===== config.mk =====
export PLATFORM = sky130hd
export DESIGN_NAME = mem_bus_arbiter_flat
export DESIGN_NICKNAME = d
export VERILOG_FILES = /design/src/rtl/mem_bus_pkg.sv /design/src/rtl/mem_bus_arbiter_if.sv /design/src/rtl/arb_fair_sel.sv /design/src/rtl/mem_bus_arbiter.sv /design/src/flat_wrapper.sv
export SDC_FILE = /design/constraint.sdc
export NUM_CORES = 1
export LEC_CHECK = 0
export CAP_MARGIN = 0
export CORE_ASPECT_RATIO = 1.5
export CORE_MARGIN = 4
export CORE_UTILIZATION = 41
export DETAILED_ROUTE_END_ITERATION = 10
export GPL_TIMING_DRIVEN = 1
export PLACE_DENSITY_LB_ADDON = 0.1
export SLEW_MARGIN = 5
export SYNTH_ARGS = -nofsm -noshare
export SYNTH_HDL_FRONTEND = slang
export SYNTH_HIERARCHICAL = 1
export SYNTH_SLANG_ARGS = --single-unit

===== constraint.sdc =====
create_clock -name clk -period 2.53 [get_ports clk]
set_input_delay 0.253 -clock clk [delete_from_list [all_inputs] [get_ports clk]]
set_output_delay 0.253 -clock clk [all_outputs]
set_load 0.01 [all_outputs]

===== src/rtl/mem_bus_pkg.sv =====
// rtl/mem_bus_pkg.sv - shared encodings for the memory bus arbiter
package mem_bus_pkg;

  typedef enum logic [1:0] {
    ST_IDLE = 2'd0,
    ST_REQ  = 2'd1,
    ST_RESP = 2'd2
  } state_e;

  typedef enum logic {
    OWN_IF  = 1'b0,
    OWN_LSU = 1'b1
  } owner_e;

  // Wide all-ones constant; users slice the low DATA_W/8 bits for the fetch byte enable.
  localparam logic [127:0] BE_ALL = '1;

endpackage


===== src/rtl/mem_bus_arbiter_if.sv =====
// rtl/mem_bus_arbiter_if.sv - fetch, load/store and memory port bundle of the arbiter
interface mem_bus_arbiter_if #(
  parameter int ADDR_W = 32,
  parameter int DATA_W = 32
);

  // Instruction fetch side
  logic                  if_req;
  logic [ADDR_W-1:0]     if_addr;
  logic                  if_gnt;
  logic                  if_rvalid;
  logic [DATA_W-1:0]     if_rdata;
  logic                  if_err;

  // Load/store side
  logic                  lsu_req;
  logic                  lsu_we;
  logic [DATA_W/8-1:0]   lsu_be;
  logic [ADDR_W-1:0]     lsu_addr;
  logic [DATA_W-1:0]     lsu_wdata;
  logic                  lsu_gnt;
  logic                  lsu_rvalid;
  logic [DATA_W-1:0]     lsu_rdata;
  logic                  lsu_err;

  // Memory side
  logic                  mem_req;
  logic                  mem_we;
  logic [DATA_W/8-1:0]   mem_be;
  logic [ADDR_W-1:0]     mem_addr;
  logic [DATA_W-1:0]     mem_wdata;
  logic                  mem_gnt;
  logic                  mem_rvalid;
  logic [DATA_W-1:0]     mem_rdata;
  logic                  mem_err;

  logic                  busy;

  // Arbiter view
  modport slave (
    input  if_req, if_addr,
    output if_gnt, if_rvalid, if_rdata, if_err,
    input  lsu_req, lsu_we, lsu_be, lsu_addr, lsu_wdata,
    output lsu_gnt, lsu_rvalid, lsu_rdata, lsu_err,
    output mem_req, mem_we, mem_be, mem_addr, mem_wdata,
    input  mem_gnt, mem_rvalid, mem_rdata, mem_err,
    output busy
  );

  // Requesters plus memory model view
  modport master (
    output if_req, if_addr,
    input  if_gnt, if_rvalid, if_rdata, if_err,
    output lsu_req, lsu_we, lsu_be, lsu_addr, lsu_wdata,
    input  lsu_gnt, lsu_rvalid, lsu_rdata, lsu_err,
    input  mem_req, mem_we, mem_be, mem_addr, mem_wdata,
    output mem_gnt, mem_rvalid, mem_rdata, mem_err,
    input  busy
  );

endinterface


===== src/rtl/arb_fair_sel.sv =====
// rtl/arb_fair_sel.sv - LSU-priority selection with an anti-starvation counter for fetch
module arb_fair_sel #(
  parameter int STARVE_LIMIT = 4
) (
  input  logic clk,
  input  logic rst,
  input  logic if_req,
  input  logic lsu_req,
  input  logic grant_en,
  output logic sel_if,
  output logic sel_lsu
);

  localparam int               CNT_W   = $clog2(STARVE_LIMIT + 1);
  localparam logic [CNT_W-1:0] CNT_MAX = CNT_W'(STARVE_LIMIT);

  logic [CNT_W-1:0] starve_cnt_q, starve_cnt_d;

  // LSU wins ties unless fetch has already been passed over STARVE_LIMIT times in a row
  always_comb begin
    sel_if  = grant_en && if_req && (!lsu_req || (starve_cnt_q == CNT_MAX));
    sel_lsu = grant_en && lsu_req && !sel_if;
  end

  // Count LSU grants that bypass a waiting fetch; any fetch grant or idle fetch clears it
  always_comb begin
    starve_cnt_d = starve_cnt_q;
    if (grant_en) begin
      if (!if_req || sel_if) begin
        starve_cnt_d = '0;
      end else if (sel_lsu && (starve_cnt_q != CNT_MAX)) begin
        starve_cnt_d = starve_cnt_q + 1'b1;
      end
    end
  end

  // Counter register
  always_ff @(posedge clk or negedge rst) begin
    if (!rst) begin
      starve_cnt_q <= '0;
    end else begin
      starve_cnt_q <= starve_cnt_d;
    end
  end

endmodule


===== src/rtl/mem_bus_arbiter.sv =====
// rtl/mem_bus_arbiter.sv - single-outstanding arbiter of fetch and load/store onto one memory port
module mem_bus_arbiter
  import mem_bus_pkg::*;
#(
  parameter int ADDR_W       = 32,
  parameter int DATA_W       = 32,
  parameter int STARVE_LIMIT = 4,
  parameter int TIMEOUT      = 255
) (
  input  logic             clk,
  input  logic             rst,
  mem_bus_arbiter_if.slave bus
);

  localparam int               BE_W     = DATA_W / 8;
  localparam int               TMO_W    = (TIMEOUT > 1) ? $clog2(TIMEOUT) : 1;
  localparam logic [TMO_W-1:0] TMO_LAST = TMO_W'(TIMEOUT - 1);

  state_e              state_q, state_d;
  owner_e              owner_q, owner_d;
  logic                we_q, we_d;
  logic [BE_W-1:0]     be_q, be_d;
  logic [ADDR_W-1:0]   addr_q, addr_d;
  logic [DATA_W-1:0]   wdata_q, wdata_d;
  logic [TMO_W-1:0]    tmo_q, tmo_d;
  logic                if_rvalid_q, if_rvalid_d;
  logic [DATA_W-1:0]   if_rdata_q, if_rdata_d;
  logic                if_err_q, if_err_d;
  logic                lsu_rvalid_q, lsu_rvalid_d;
  logic [DATA_W-1:0]   lsu_rdata_q, lsu_rdata_d;
  logic                lsu_err_q, lsu_err_d;

  logic                grant_en;
  logic                sel_if, sel_lsu;
  logic                resp_fire;
  logic [DATA_W-1:0]   resp_rdata;
  logic                resp_err;

  // Grants are only offered from IDLE and are forced low while reset is asserted
  assign grant_en = rst && (state_q == ST_IDLE);

  arb_fair_sel #(
    .STARVE_LIMIT (STARVE_LIMIT)
  ) u_sel (
    .clk      (clk),
    .rst      (rst),
    .if_req   (bus.if_req),
    .lsu_req  (bus.lsu_req),
    .grant_en (grant_en),
    .sel_if   (sel_if),
    .sel_lsu  (sel_lsu)
  );

  // Next-state, payload latch, timeout counter and response routing
  always_comb begin
    state_d      = state_q;
    owner_d      = owner_q;
    we_d         = we_q;
    be_d         = be_q;
    addr_d       = addr_q;
    wdata_d      = wdata_q;
    tmo_d        = tmo_q;
    resp_fire    = 1'b0;
    resp_rdata   = '0;
    resp_err     = 1'b0;
    if_rvalid_d  = 1'b0;
    if_rdata_d   = '0;
    if_err_d     = 1'b0;
    lsu_rvalid_d = 1'b0;
    lsu_rdata_d  = '0;
    lsu_err_d    = 1'b0;

    case (state_q)
      ST_IDLE: begin
        if (sel_if) begin
          owner_d = OWN_IF;
          we_d    = 1'b0;
          be_d    = BE_ALL[BE_W-1:0];
          addr_d  = bus.if_addr;
          wdata_d = '0;
          state_d = ST_REQ;
        end else if (sel_lsu) begin
          owner_d = OWN_LSU;
          we_d    = bus.lsu_we;
          be_d    = bus.lsu_be;
          addr_d  = bus.lsu_addr;
          wdata_d = bus.lsu_wdata;
          state_d = ST_REQ;
        end
      end
      ST_REQ: begin
        if (bus.mem_gnt) begin
          tmo_d   = '0;
          state_d = ST_RESP;
        end
      end
      ST_RESP: begin
        if (bus.mem_rvalid) begin
          resp_fire  = 1'b1;
          resp_rdata = bus.mem_rdata;
          resp_err   = bus.mem_err;
          state_d    = ST_IDLE;
        end else if (tmo_q == TMO_LAST) begin
          resp_fire  = 1'b1;
          resp_err   = 1'b1;
          state_d    = ST_IDLE;
        end else begin
          tmo_d = tmo_q + 1'b1;
        end
      end
      default: begin
        state_d = ST_IDLE;
      end
    endcase

    if (resp_fire) begin
      if (owner_q == OWN_IF) begin
        if_rvalid_d = 1'b1;
        if_rdata_d  = resp_rdata;
        if_err_d    = resp_err;
      end else begin
        lsu_rvalid_d = 1'b1;
        lsu_rdata_d  = resp_rdata;
        lsu_err_d    = resp_err;
      end
    end
  end

  // State and output registers; reset drops any transaction in flight
  always_ff @(posedge clk or negedge rst) begin
    if (!rst) begin
      state_q      <= ST_IDLE;
      owner_q      <= OWN_IF;
      we_q         <= 1'b0;
      be_q         <= '0;
      addr_q       <= '0;
      wdata_q      <= '0;
      tmo_q        <= '0;
      if_rvalid_q  <= 1'b0;
      if_rdata_q   <= '0;
      if_err_q     <= 1'b0;
      lsu_rvalid_q <= 1'b0;
      lsu_rdata_q  <= '0;
      lsu_err_q    <= 1'b0;
    end else begin
      state_q      <= state_d;
      owner_q      <= owner_d;
      we_q         <= we_d;
      be_q         <= be_d;
      addr_q       <= addr_d;
      wdata_q      <= wdata_d;
      tmo_q        <= tmo_d;
      if_rvalid_q  <= if_rvalid_d;
      if_rdata_q   <= if_rdata_d;
      if_err_q     <= if_err_d;
      lsu_rvalid_q <= lsu_rvalid_d;
      lsu_rdata_q  <= lsu_rdata_d;
      lsu_err_q    <= lsu_err_d;
    end
  end

  assign bus.if_gnt     = sel_if;
  assign bus.lsu_gnt    = sel_lsu;
  assign bus.mem_req    = (state_q == ST_REQ);
  assign bus.mem_we     = we_q;
  assign bus.mem_be     = be_q;
  assign bus.mem_addr   = addr_q;
  assign bus.mem_wdata  = wdata_q;
  assign bus.busy       = (state_q != ST_IDLE);
  assign bus.if_rvalid  = if_rvalid_q;
  assign bus.if_rdata   = if_rdata_q;
  assign bus.if_err     = if_err_q;
  assign bus.lsu_rvalid = lsu_rvalid_q;
  assign bus.lsu_rdata  = lsu_rdata_q;
  assign bus.lsu_err    = lsu_err_q;

endmodule


===== src/flat_wrapper.sv =====
// flat-port wrapper written by rule: the top's interface ports become plain ports
module mem_bus_arbiter_flat import mem_bus_pkg::*;
#(
  parameter int ADDR_W       = 32,
  parameter int DATA_W       = 32,
  parameter int STARVE_LIMIT = 4,
  parameter int TIMEOUT      = 255
)
  (clk, rst, bus_if_req, bus_if_addr, bus_if_gnt, bus_if_rvalid, bus_if_rdata, bus_if_err, bus_lsu_req, bus_lsu_we, bus_lsu_be, bus_lsu_addr, bus_lsu_wdata, bus_lsu_gnt, bus_lsu_rvalid, bus_lsu_rdata, bus_lsu_err, bus_mem_req, bus_mem_we, bus_mem_be, bus_mem_addr, bus_mem_wdata, bus_mem_gnt, bus_mem_rvalid, bus_mem_rdata, bus_mem_err, bus_busy);
  mem_bus_arbiter_if #(.ADDR_W(ADDR_W), .DATA_W(DATA_W)) bus_i ();
  input  logic clk;
  input  logic rst;
  input wire logic [$bits(bus_i.if_req)-1:0] bus_if_req;
  input wire logic [$bits(bus_i.if_addr)-1:0] bus_if_addr;
  output wire logic [$bits(bus_i.if_gnt)-1:0] bus_if_gnt;
  output wire logic [$bits(bus_i.if_rvalid)-1:0] bus_if_rvalid;
  output wire logic [$bits(bus_i.if_rdata)-1:0] bus_if_rdata;
  output wire logic [$bits(bus_i.if_err)-1:0] bus_if_err;
  input wire logic [$bits(bus_i.lsu_req)-1:0] bus_lsu_req;
  input wire logic [$bits(bus_i.lsu_we)-1:0] bus_lsu_we;
  input wire logic [$bits(bus_i.lsu_be)-1:0] bus_lsu_be;
  input wire logic [$bits(bus_i.lsu_addr)-1:0] bus_lsu_addr;
  input wire logic [$bits(bus_i.lsu_wdata)-1:0] bus_lsu_wdata;
  output wire logic [$bits(bus_i.lsu_gnt)-1:0] bus_lsu_gnt;
  output wire logic [$bits(bus_i.lsu_rvalid)-1:0] bus_lsu_rvalid;
  output wire logic [$bits(bus_i.lsu_rdata)-1:0] bus_lsu_rdata;
  output wire logic [$bits(bus_i.lsu_err)-1:0] bus_lsu_err;
  output wire logic [$bits(bus_i.mem_req)-1:0] bus_mem_req;
  output wire logic [$bits(bus_i.mem_we)-1:0] bus_mem_we;
  output wire logic [$bits(bus_i.mem_be)-1:0] bus_mem_be;
  output wire logic [$bits(bus_i.mem_addr)-1:0] bus_mem_addr;
  output wire logic [$bits(bus_i.mem_wdata)-1:0] bus_mem_wdata;
  input wire logic [$bits(bus_i.mem_gnt)-1:0] bus_mem_gnt;
  input wire logic [$bits(bus_i.mem_rvalid)-1:0] bus_mem_rvalid;
  input wire logic [$bits(bus_i.mem_rdata)-1:0] bus_mem_rdata;
  input wire logic [$bits(bus_i.mem_err)-1:0] bus_mem_err;
  output wire logic [$bits(bus_i.busy)-1:0] bus_busy;
  assign bus_i.if_req = bus_if_req;
  assign bus_i.if_addr = bus_if_addr;
  assign bus_if_gnt = bus_i.if_gnt;
  assign bus_if_rvalid = bus_i.if_rvalid;
  assign bus_if_rdata = bus_i.if_rdata;
  assign bus_if_err = bus_i.if_err;
  assign bus_i.lsu_req = bus_lsu_req;
  assign bus_i.lsu_we = bus_lsu_we;
  assign bus_i.lsu_be = bus_lsu_be;
  assign bus_i.lsu_addr = bus_lsu_addr;
  assign bus_i.lsu_wdata = bus_lsu_wdata;
  assign bus_lsu_gnt = bus_i.lsu_gnt;
  assign bus_lsu_rvalid = bus_i.lsu_rvalid;
  assign bus_lsu_rdata = bus_i.lsu_rdata;
  assign bus_lsu_err = bus_i.lsu_err;
  assign bus_mem_req = bus_i.mem_req;
  assign bus_mem_we = bus_i.mem_we;
  assign bus_mem_be = bus_i.mem_be;
  assign bus_mem_addr = bus_i.mem_addr;
  assign bus_mem_wdata = bus_i.mem_wdata;
  assign bus_i.mem_gnt = bus_mem_gnt;
  assign bus_i.mem_rvalid = bus_mem_rvalid;
  assign bus_i.mem_rdata = bus_mem_rdata;
  assign bus_i.mem_err = bus_mem_err;
  assign bus_busy = bus_i.busy;
  mem_bus_arbiter #(.ADDR_W(ADDR_W), .DATA_W(DATA_W), .STARVE_LIMIT(STARVE_LIMIT), .TIMEOUT(TIMEOUT)) u_core (.clk(clk), .rst(rst), .bus(bus_i));
endmodule

==> results.yml <==
clocking:
  clk_path_buf_depth: 2
  cts_tree: "built"
  htree_levels: 4
  insertion_delay_ps: 400
  cts_root_buffer: "clkbuf_16"
  cts_buffers: 17
  cts_num_sinks: 151
  cts_hold_buf: 0
  clk_pin_slew_ps: 60
setup_path:
  arrival_ps: 2450
  critPathSlowestCell: "or2_4"
  worstSetupPathType: "flip-flop to flip-flop"
  r2r_slack_ps: 340
  startpoint_type: "flip-flop"
  rr_worst_depth: 8
  r2r-start: "u_core/u_sel/starve_cnt_q[0]$_DFFE_PN0P_"
  worst_path_largest_cell_delay_ps: 520
  cp.required_ps: 2790
  worst-path-max-fanout: 52
  crit_chain: "inv_1 -> ha_1 -> nand2_2 -> a21oi_4 -> buf_4 -> nor2_1 -> or2_4 -> o21ai_0"
  end_kind: "flip-flop"
  r2r_end: "u_core/bus.mem_addr[4]$_DFFE_PN0P_"
global_route:
  grt_pass1_vias: 5147
  met1_usage_pct: 24.1
  grt_pass1_wl_um: 28300
  track_usage_pct: 21.9
  antenna_found_initial: 0
  met3_usage_pct: 8.71
  overflow: 0
  top_usage_layer: "met2"
  grt_max_degree: 105
  use_met2_pct: 39.2
timing:
  grt_setup_unrepaired: "no"
  min_period_ps: 2190
  fmax_ghz: 0.456
  hold_ws_ps: 95.4
  slew-limit-headroom_pct: 29.1
  timing.final.crit_share_pct: 86.7
  setup_tns_ps: 0
  skew_ps: 8.40
  maxSlewViolCount: 0
  finalSetupViolations: 0
  hold_viol: 0
  worst_slew_pin_slew_ps: 1060
routing:
  drtIter0Drc: 183
  wl_per_cell_um: 18.3
  routed_wl_um: 18600
  drc_errors: 0
  vias: 4919
  first_pass_iters: 4
  via_per_inst: 4.83
  ant_nets: 0
placement:
  dp_hpwl_um: 13600
  gp_congestion: 0.811
  placedCellCount: 984
  io_buffers: 280
yosys:
  seq_area_frac_synth_pct: 62.9
  synth-edff-count: 0
  ys.flop_type: "dfrtp_1"
  syn_nets: 678
  yosys.area.top_type: "dfrtp_1"
  synthCells: 534
  netlist.area_leader.share_pct: 62.9
  synth_cell_types: 41
  synth_area_um2: 6010
  ys_ff_latch: 151
  yosysMostFrequentCell: "dfrtp_1"
  synth_commonest_cells: "dfrtp_1, nand2_1, and2_1"
  synth_area_per_cell_um2: 11.3
  async_reset_ff_share_pct: 100
  yosys_warnings: 6
  ys_top_cells_by_area: "dfrtp_1, nand2_1, and2_1"
floorplanning:
  die_area_um2: 16700
  die_w_um: 107
  row_count: 53
  die_h_um: 156
  start_util_pct: 42.4
  core_um2: 14200
  ioPinCount: 281
power_and_ir_drop:
  switchingPower_mw: 2.93
  power.leakage_nw: 4.41
  pwr-share-comb_pct: 34.6
  total_power_mw: 9.43
  seq_power_share_pct: 36.1
  power_density_nw_per_um2: 976
  ir_worst_vdd_v: 0.000525
  clkPwrFrac_pct: 29.3
  p_int_mw: 6.50
  swShare_pct: 31.1
status:
  status: "completed"
layout:
  final_util_pct: 68.1
  nets: 957
  finalNonFillerCells: 1019
  drive_gt1_share_pct: 6.30
  areaGrowthSynthToFinish_pct: 60.7
worst_hold_path:
  hold_path_class: "primary input to asynchronous set/reset pin"
flow_run:
  drv_cap: 0
## sequential cells by signal (all words and copies together), names as in the netlist
signal                     flops
u_core/bus.lsu_rdata          32
u_core/state_q                 2
u_core/bus.if_rvalid           1
u_core/u_sel/starve_cnt_q      3
u_core/bus.mem_addr           32
u_core/bus.mem_be              4
u_core/owner_q                 1
u_core/bus.mem_wdata          32
u_core/bus.lsu_rvalid          1
u_core/tmo_q                   8
u_core/bus.if_rdata           32
u_core/bus.if_err              1
u_core/bus.mem_we              1
u_core/bus.lsu_err             1
## cell type report
cell class	count	area [um^2]
diodes	1	2.50
clock buffers	20	467
clock inverters	12	186
fillers	1150	4530
inverters	8	30.0
multi-input cells	345	2050
flip-flops and latches	151	3780
well taps	192	240
repair buffers	290	2910
## cells by family after synthesis
logic type / Yosys count / synth area share [%]
DFF: 151 / 62.9
AOI/OAI and AO/OA: 61 / 6.02
and+or+nand+nor: 246 / 21.3
adders and majority gates: 4 / 0.833
buffers and inverters: 39 / 3.50
muxes: 33 / 5.50
## worst max-delay path by stage
stage / startpoint / to / slack [ps] / cells after the start
after global routing: u_core/u_sel/starve_cnt_q[0]$_DFFE_PN0P_ / u_core/state_q[0]$_DFFE_PN0P_ / 140 / 8
after floorplan: u_core/state_q[0]$_DFFE_PN0P_ / u_core/bus.mem_addr[13]$_DFFE_PN0P_ / 70 / 13
final: u_core/u_sel/starve_cnt_q[0]$_DFFE_PN0P_ / u_core/bus.mem_addr[4]$_DFFE_PN0P_ / 340 / 8
after detailed placement: bus_lsu_req / u_core/bus.mem_addr[7]$_DFFE_PN0P_ / 90 / 5
after global placement: bus_lsu_req / u_core/bus.mem_addr[8]$_DFFE_PN0P_ / 210 / 5
after CTS: u_core/state_q[0]$_DFFE_PN0P_ / bus_lsu_gnt / 10 / 6
## power groups by stage
stage / registers (mW) / clock network (mW) / logic (mW)
3_5_place_dp: 3.45 / 0 / 3.24
2_1_floorplan: 3.69 / 0 / 1.17
5_1_grt: 3.50 / 2.93 / 3.55
3_3_place_gp: 3.42 / 0 / 3.15
6_report: 3.41 / 2.76 / 3.26
4_1_cts: 3.41 / 2.81 / 3.27
## cell usage in the layout, fill, tap and decap left out, types with 8 or more instances in the layout
cell type          n
and2_1            64
buf_4              8
clkbuf_16         17
clkdlybuf4s50_1  277
dfrtp_1          151
inv_1              8
mux2i_1           33
nand2_1          114
nand3b_1          33
o21ai_0           18
o21ai_1           21
## critical path, delay by kind of cell, from the launching register on
kind            cells  cell delay (ps)
fa+ha+maj           1              220
compound gates      2              270
flops               1              370
buf+inv             2              240
simple gates        3              920
## per-layer routing
layer | part of all wire (%) | wire (um) | vias to the layer above
met5 | 0 | 0 | -
met4 | 0.98 | 183 | 0
met3 | 9.6 | 1790 | 10
met2 | 53 | 9830 | 196
met1 | 37 | 6830 | 2390
li1 | - | - | 2323
## through the flow
step | worst slack (ps) | area [um^2]
floorplan | 69.9 | 6010
CTS | 11.2 | 9640
finish | 335 | 9660
global route | 145 | 9660
global placement | 207 | 8970
detailed placement | 93.8 | 8970
## timing repair
| item | in CTS | in global routing |
|---|---|---|
| gates resized for setup | 3 | 4 |
| pin swaps | 0 | 0 |
| gates cloned | 0 | 1 |
| setup buffers | 1 | 0 |
| endpoints found under the setup margin | 1 | 44 |
(Power assumes the default switching activity.)
